File: config.mk
export PLATFORM = sky130hd
export DESIGN_NAME = fadd_issue
export DESIGN_NICKNAME = d
export VERILOG_FILES = /design/src/rtl/fpu_pkg.sv /design/src/rtl/fp_classify.sv /design/src/rtl/fadd_issue.sv
export SDC_FILE = /design/constraint.sdc
export NUM_CORES = 1
export LEC_CHECK = 0
export ABC_CLOCK_PERIOD_IN_PS = 2570
export CELL_PAD_IN_SITES_DETAIL_PLACEMENT = 1
export CELL_PAD_IN_SITES_GLOBAL_PLACEMENT = 1
export CORE_UTILIZATION = 36
export CTS_CLUSTER_DIAMETER = 40
export DETAILED_ROUTE_END_ITERATION = 12
export PLACE_DENSITY_LB_ADDON = 0.3
export RECOVER_POWER = 50
export SYNTH_ARGS = -nofsm -noshare
export SYNTH_HDL_FRONTEND = slang
export SYNTH_HIERARCHICAL = 1
export SYNTH_SLANG_ARGS = --single-unit
File: constraint.sdc
create_clock -name clk -period 2.57 [get_ports clk]
set_input_delay 0.771 -clock clk [delete_from_list [all_inputs] [get_ports clk]]
set_output_delay 0.771 -clock clk [all_outputs]
set_load 0.01 [all_outputs]
File: src/rtl/fpu_pkg.sv
// Shared constants, operand classification helpers and stage-1 bookkeeping
// types for the single-precision add issue path.
package fpu_pkg;

   localparam logic [1:0] OP_ADD  = 2'b00;
   localparam logic [1:0] OP_SUB  = 2'b01;
   localparam logic [1:0] OP_NADD = 2'b10;
   localparam logic [1:0] OP_NSUB = 2'b11;

   localparam logic [31:0] QNAN = 32'h7FC0_0000;
   localparam logic [31:0] PINF = 32'h7F80_0000;

   // Special-case summary captured next to the operands in stage 1.
   typedef struct packed {
      logic nan_in;
      logic inf_a;
      logic inf_b;
      logic sa;
      logic sb;
   } s1_cls_t;

   function automatic logic is_nan(input logic [31:0] x);
      return (x[30:23] == 8'hFF) && (x[22:0] != 23'h0);
   endfunction

   function automatic logic is_inf(input logic [31:0] x);
      return (x[30:23] == 8'hFF) && (x[22:0] == 23'h0);
   endfunction

endpackage

File: src/rtl/fp_classify.sv
// Combinational IEEE-754 single-precision operand classifier.
module fp_classify (
   input  logic [31:0] x,
   output logic        sign,
   output logic        is_zero,
   output logic        is_inf,
   output logic        is_nan
);

   assign sign    = x[31];
   assign is_zero = (x[30:0] == 31'h0);
   assign is_inf  = fpu_pkg::is_inf(x);
   assign is_nan  = fpu_pkg::is_nan(x);

endmodule

File: src/rtl/fadd_issue.sv
// Two-stage valid/ready wrapper around the external combinational fadd core,
// with Inf/NaN result override and sticky {nv, ovf} status flags.
module fadd_issue
   import fpu_pkg::*;
#(
   parameter int TAG_W = 4
) (
   input  logic             clk,
   input  logic             rstn,
   input  logic             in_valid,
   output logic             in_ready,
   input  logic [1:0]       in_op,
   input  logic [31:0]      in_x1,
   input  logic [31:0]      in_x2,
   input  logic [TAG_W-1:0] in_tag,
   output logic [31:0]      fa_x1,
   output logic [31:0]      fa_x2,
   input  logic [31:0]      fa_y,
   input  logic             fa_ovf,
   output logic             out_valid,
   input  logic             out_ready,
   output logic [31:0]      out_y,
   output logic [TAG_W-1:0] out_tag,
   output logic             out_ovf,
   output logic             out_nv,
   input  logic             clr_flags,
   output logic [1:0]       flags
);

   logic             adv1;
   logic             adv2;
   logic             in_xfer;
   logic             out_xfer;
   logic [31:0]      x2_eff;

   logic             a_sign;
   logic             a_inf;
   logic             a_nan;
   logic             b_sign;
   logic             b_inf;
   logic             b_nan;
   logic             unused_zero_a;
   logic             unused_zero_b;

   s1_cls_t          in_cls;
   logic             s1_valid;
   logic             s1_neg;
   logic [TAG_W-1:0] s1_tag;
   s1_cls_t          s1_cls;

   logic [31:0]      res_y;
   logic             res_ovf;
   logic             res_nv;

   // Handshake: each stage may load whenever the stage after it frees up.
   assign adv2     = !out_valid || out_ready;
   assign adv1     = !s1_valid || adv2;
   assign in_ready = adv1;
   assign in_xfer  = in_valid && in_ready;
   assign out_xfer = out_valid && out_ready;

   // Subtraction is folded into operand B's sign before it reaches fadd.
   assign x2_eff = {in_x2[31] ^ in_op[0], in_x2[30:0]};

   fp_classify u_cls_a (
      .x       (in_x1),
      .sign    (a_sign),
      .is_zero (unused_zero_a),
      .is_inf  (a_inf),
      .is_nan  (a_nan)
   );

   fp_classify u_cls_b (
      .x       (x2_eff),
      .sign    (b_sign),
      .is_zero (unused_zero_b),
      .is_inf  (b_inf),
      .is_nan  (b_nan)
   );

   assign in_cls = '{
      nan_in: a_nan || b_nan,
      inf_a:  a_inf,
      inf_b:  b_inf,
      sa:     a_sign,
      sb:     b_sign
   };

   // NOTE: clocked state uses non-blocking (<=) so every register samples
   // pre-edge values; blocking here would create order-dependent races.
   always_ff @(posedge clk or negedge rstn) begin
      if (!rstn) begin
         s1_valid <= 1'b0;
         fa_x1    <= 32'h0;
         fa_x2    <= 32'h0;
         s1_neg   <= 1'b0;
         s1_tag   <= '0;
         s1_cls   <= '0;
      end else if (in_xfer) begin
         s1_valid <= 1'b1;
         fa_x1    <= in_x1;
         fa_x2    <= x2_eff;
         s1_neg   <= in_op[1];
         s1_tag   <= in_tag;
         s1_cls   <= in_cls;
      end else if (adv1) begin
         s1_valid <= 1'b0;
      end
   end

   // NOTE: every output of a combinational block gets a default first, so no
   // path leaves a value unassigned and no latch is inferred.
   always_comb begin
      res_y   = fa_y;
      res_ovf = fa_ovf;
      res_nv  = 1'b0;
      if (s1_cls.nan_in || (s1_cls.inf_a && s1_cls.inf_b && (s1_cls.sa != s1_cls.sb))) begin
         res_y   = QNAN;
         res_ovf = 1'b0;
         res_nv  = 1'b1;
      end else if (s1_cls.inf_a || s1_cls.inf_b) begin
         res_y   = {(s1_cls.inf_a ? s1_cls.sa : s1_cls.sb), PINF[30:0]};
         res_ovf = 1'b0;
      end
      // The canonical quiet NaN keeps its sign under result negation.
      if (s1_neg && !res_nv) begin
         res_y[31] = ~res_y[31];
      end
   end

   always_ff @(posedge clk or negedge rstn) begin
      if (!rstn) begin
         out_valid <= 1'b0;
         out_y     <= 32'h0;
         out_tag   <= '0;
         out_ovf   <= 1'b0;
         out_nv    <= 1'b0;
      end else if (adv2) begin
         out_valid <= s1_valid;
         if (s1_valid) begin
            out_y   <= res_y;
            out_tag <= s1_tag;
            out_ovf <= res_ovf;
            out_nv  <= res_nv;
         end
      end
   end

   // A clear coinciding with a transfer still records the departing result.
   always_ff @(posedge clk or negedge rstn) begin
      if (!rstn) begin
         flags <= 2'b00;
      end else begin
         flags <= (clr_flags ? 2'b00 : flags) | (out_xfer ? {out_nv, out_ovf} : 2'b00);
      end
   end

   property p_out_hold;
      @(posedge clk) disable iff (!rstn)
         (out_valid && !out_ready) |=> (out_valid && $stable(out_y) && $stable(out_tag)
                                         && $stable(out_ovf) && $stable(out_nv));
   endproperty
   a_out_hold: assert property (p_out_hold);

   property p_s1_hold;
      @(posedge clk) disable iff (!rstn)
         (s1_valid && !adv1) |=> (s1_valid && $stable(fa_x1) && $stable(fa_x2) && $stable(s1_tag));
   endproperty
   a_s1_hold: assert property (p_s1_hold);

endmodule

==> results of run 1 <==
-- worst paths after layout --
| kind | startpoint | end | slack, ns | cells after the start |
|---|---|---|---|---|
| setup / recovery | out_ready | in_ready | 0.12 | 3 |
| max in group asynchronous | rstn | s1_tag[1]$_DFFE_PN0P_ | 0.47 | 2 |
| hold / removal | s1_tag[3]$_DFFE_PN0P_ | out_tag[3]$_DFFE_PN0P_ | 0.47 | 2 |
| min in group asynchronous | rstn | fa_x2[7]$_DFFE_PN0P_ | 0.49 | 1 |
| hold reg to reg | s1_tag[3]$_DFFE_PN0P_ | out_tag[3]$_DFFE_PN0P_ | 0.47 | 2 |
| setup reg to reg | out_valid$_DFFE_PN0P_ | fa_x2[19]$_DFFE_PN0P_ | 0.65 | 5 |
-- power by group through the flow --
stage	Clock, uW	Combinational (uW)	Sequential, uW
after floorplan	0	466	2400
after global placement	0	1390	2280
after detailed placement	0	1430	2300
after CTS	2490	1450	2280
after global routing	2560	1450	2310
final	2420	1360	2270
-- sequential cells by signal, indices dropped and copies added (netlist names) --
register   flops
flags          2
s1_neg         1
out_valid      1
fa_x2         32
out_ovf        1
fa_x1         32
out_nv         1
s1_valid       1
out_y         32
s1_tag         4
out_tag        4
s1_cls         5
-- metrics by stage --
step,std cells,utilization (%),cell area (sq um)
4_1_cts,721,60.4,7740
2_1_floorplan,308,-,4830
3_5_place_dp,689,55.7,7140
3_3_place_gp,689,55.7,7140
6_report,721,59.0,7570
5_1_grt,721,59.0,7570
-- critical path, stage by stage --
cell and delay [ns]:
clkdlybuf4s50_1 0.42, nand3b_1 0.19, dlygate4sd2_1 0.30
-- per-layer routing --
metal / GRT usage (%) / routed length [um]
met1: 23.9 / 5490
met2: 37.2 / 7340
met3: 8.77 / 1150
met4: 8.49 / 238
met5: 0 / 0
-- area by class of cell --
type                    count  area (sq um)
repair buffers            226          2210
flip-flops and latches    116          2900
fillers                  1260          5250
well taps                 172           215
clock buffers              20           447
clock inverters            12           160
multi-input cells         173          1630
inverters                   2          7.51
-- repair_timing --
action	CTS	global route
hold buffers	0	0
resized for setup	1	0
setup endpoints to repair	1	0
==> flow_summary.json, run 1 <==
{
  "status": "completed",
  "drt-total-wl_mm": 14.2,
  "whs_ns": 0.475,
  "die_area_sq_um": 13900,
  "dieWidth_um": 118,
  "htreeDepth": 4,
  "max-slew-margin-rel_pct": 26.8,
  "setup_viol": 0,
  "hold_viol": 0,
  "setup_ws_ns": 0.123,
  "rows": 41,
  "drt_iter0_markers": 134,
  "hold_class": "flip-flop to flip-flop",
  "slew_viol_final": 0,
  "initial_utilization_pct": 37.6,
  "startpoint_type": "input pin",
  "boundaryPins": 214,
  "cell_internal_pwr_uw": 4570,
  "p_leak_uw": 0.00324,
  "rsz0062_at_grt": "no",
  "grt_overflow_total": 0,
  "syn_avg_cell_area_sq_um": 15.7,
  "max_clock_freq_mhz": 409,
  "clkPwrFrac_pct": 40.0,
  "numCtsBuffers": 17,
  "dp_hpwl_mm": 10.1,
  "worstPathMaxFanout": 2,
  "skew_ns": 0.0105,
  "die_h_um": 118,
  "clock-root-buffer": "clkbuf_16",
  "endpoint_kind": "output pin",
  "seq_power_share_pct": 37.5,
  "final_nets": 644,
  "layout-drive-gt1-share_pct": 18.0,
  "cap_violations": 0,
  "cts.clk_slew.worst_paths_ns": 0.05,
  "p_sw_share_pct": 24.5,
  "first_pass_iters": 4,
  "tritoncts": "built",
  "fp.coreArea_sq_um": 12800,
  "final_cell_mix": "clkdlybuf4s50_1 (210), dfrtp_1 (116), mux2_4 (30)",
  "wire_per_inst_um": 19.7,
  "crit_arrival_ns": 1.68,
  "finalPower_uw": 6060,
  "place_congestion": 0.786,
  "ir_drop_v": 0.000487,
  "grt_max_degree": 44,
  "worst_pin_slew_ns": 1.10,
  "area_growth_pct": 56.8,
  "cts_setup_buffers": 0,
  "drc_errors": 0,
  "critical_path_class": "input pin to output pin",
  "drtAntennaViolNets": 0,
  "grt_pass1_vias": 4053,
  "final_common_cell": "clkdlybuf4s50_1",
  "switching_power_uw": 1490,
  "cts_max_path_buffers": 2,
  "synth_area_sq_um": 4830,
  "gr-usage-all-layers_pct": 21.7,
  "antenna_cells": 0,
  "p_comb_share_pct": 22.5,
  "synth_cells": 308,
  "min_period_ns": 2.45,
  "yosysWarnings": 6,
  "syn_nets": 416,
  "preCtsSetupSlack_ns": -0.117,
  "cellPowerDensity_nw_per_um2": 800,
  "via_count": 3520,
  "clkSinkCount": 116,
  "grt_pass1_wl_mm": 22.6,
  "antenna_found_initial": 0,
  "via_per_inst": 4.88,
  "cp.required_ns": 1.80,
  "clkLatencyLatePin_ns": 0.42,
  "tns_ns": 0,
  "period_share_pct": 95.2,
  "port_buffers": 213
}
No activity file was read; power rests on OpenSTA's default activity.
==> inputs of run 2 (changes only) <==
--- a/config.mk
+++ b/config.mk
@@ -13,6 +13,7 @@
 export DETAILED_ROUTE_END_ITERATION = 12
 export PLACE_DENSITY_LB_ADDON = 0.3
 export RECOVER_POWER = 50
+export SLEW_MARGIN = 15
 export SYNTH_ARGS = -nofsm -noshare
 export SYNTH_HDL_FRONTEND = slang
 export SYNTH_HIERARCHICAL = 1
==> results of run 2 <==
The final DEF is identical to that of run 1; final timing and power are the same.
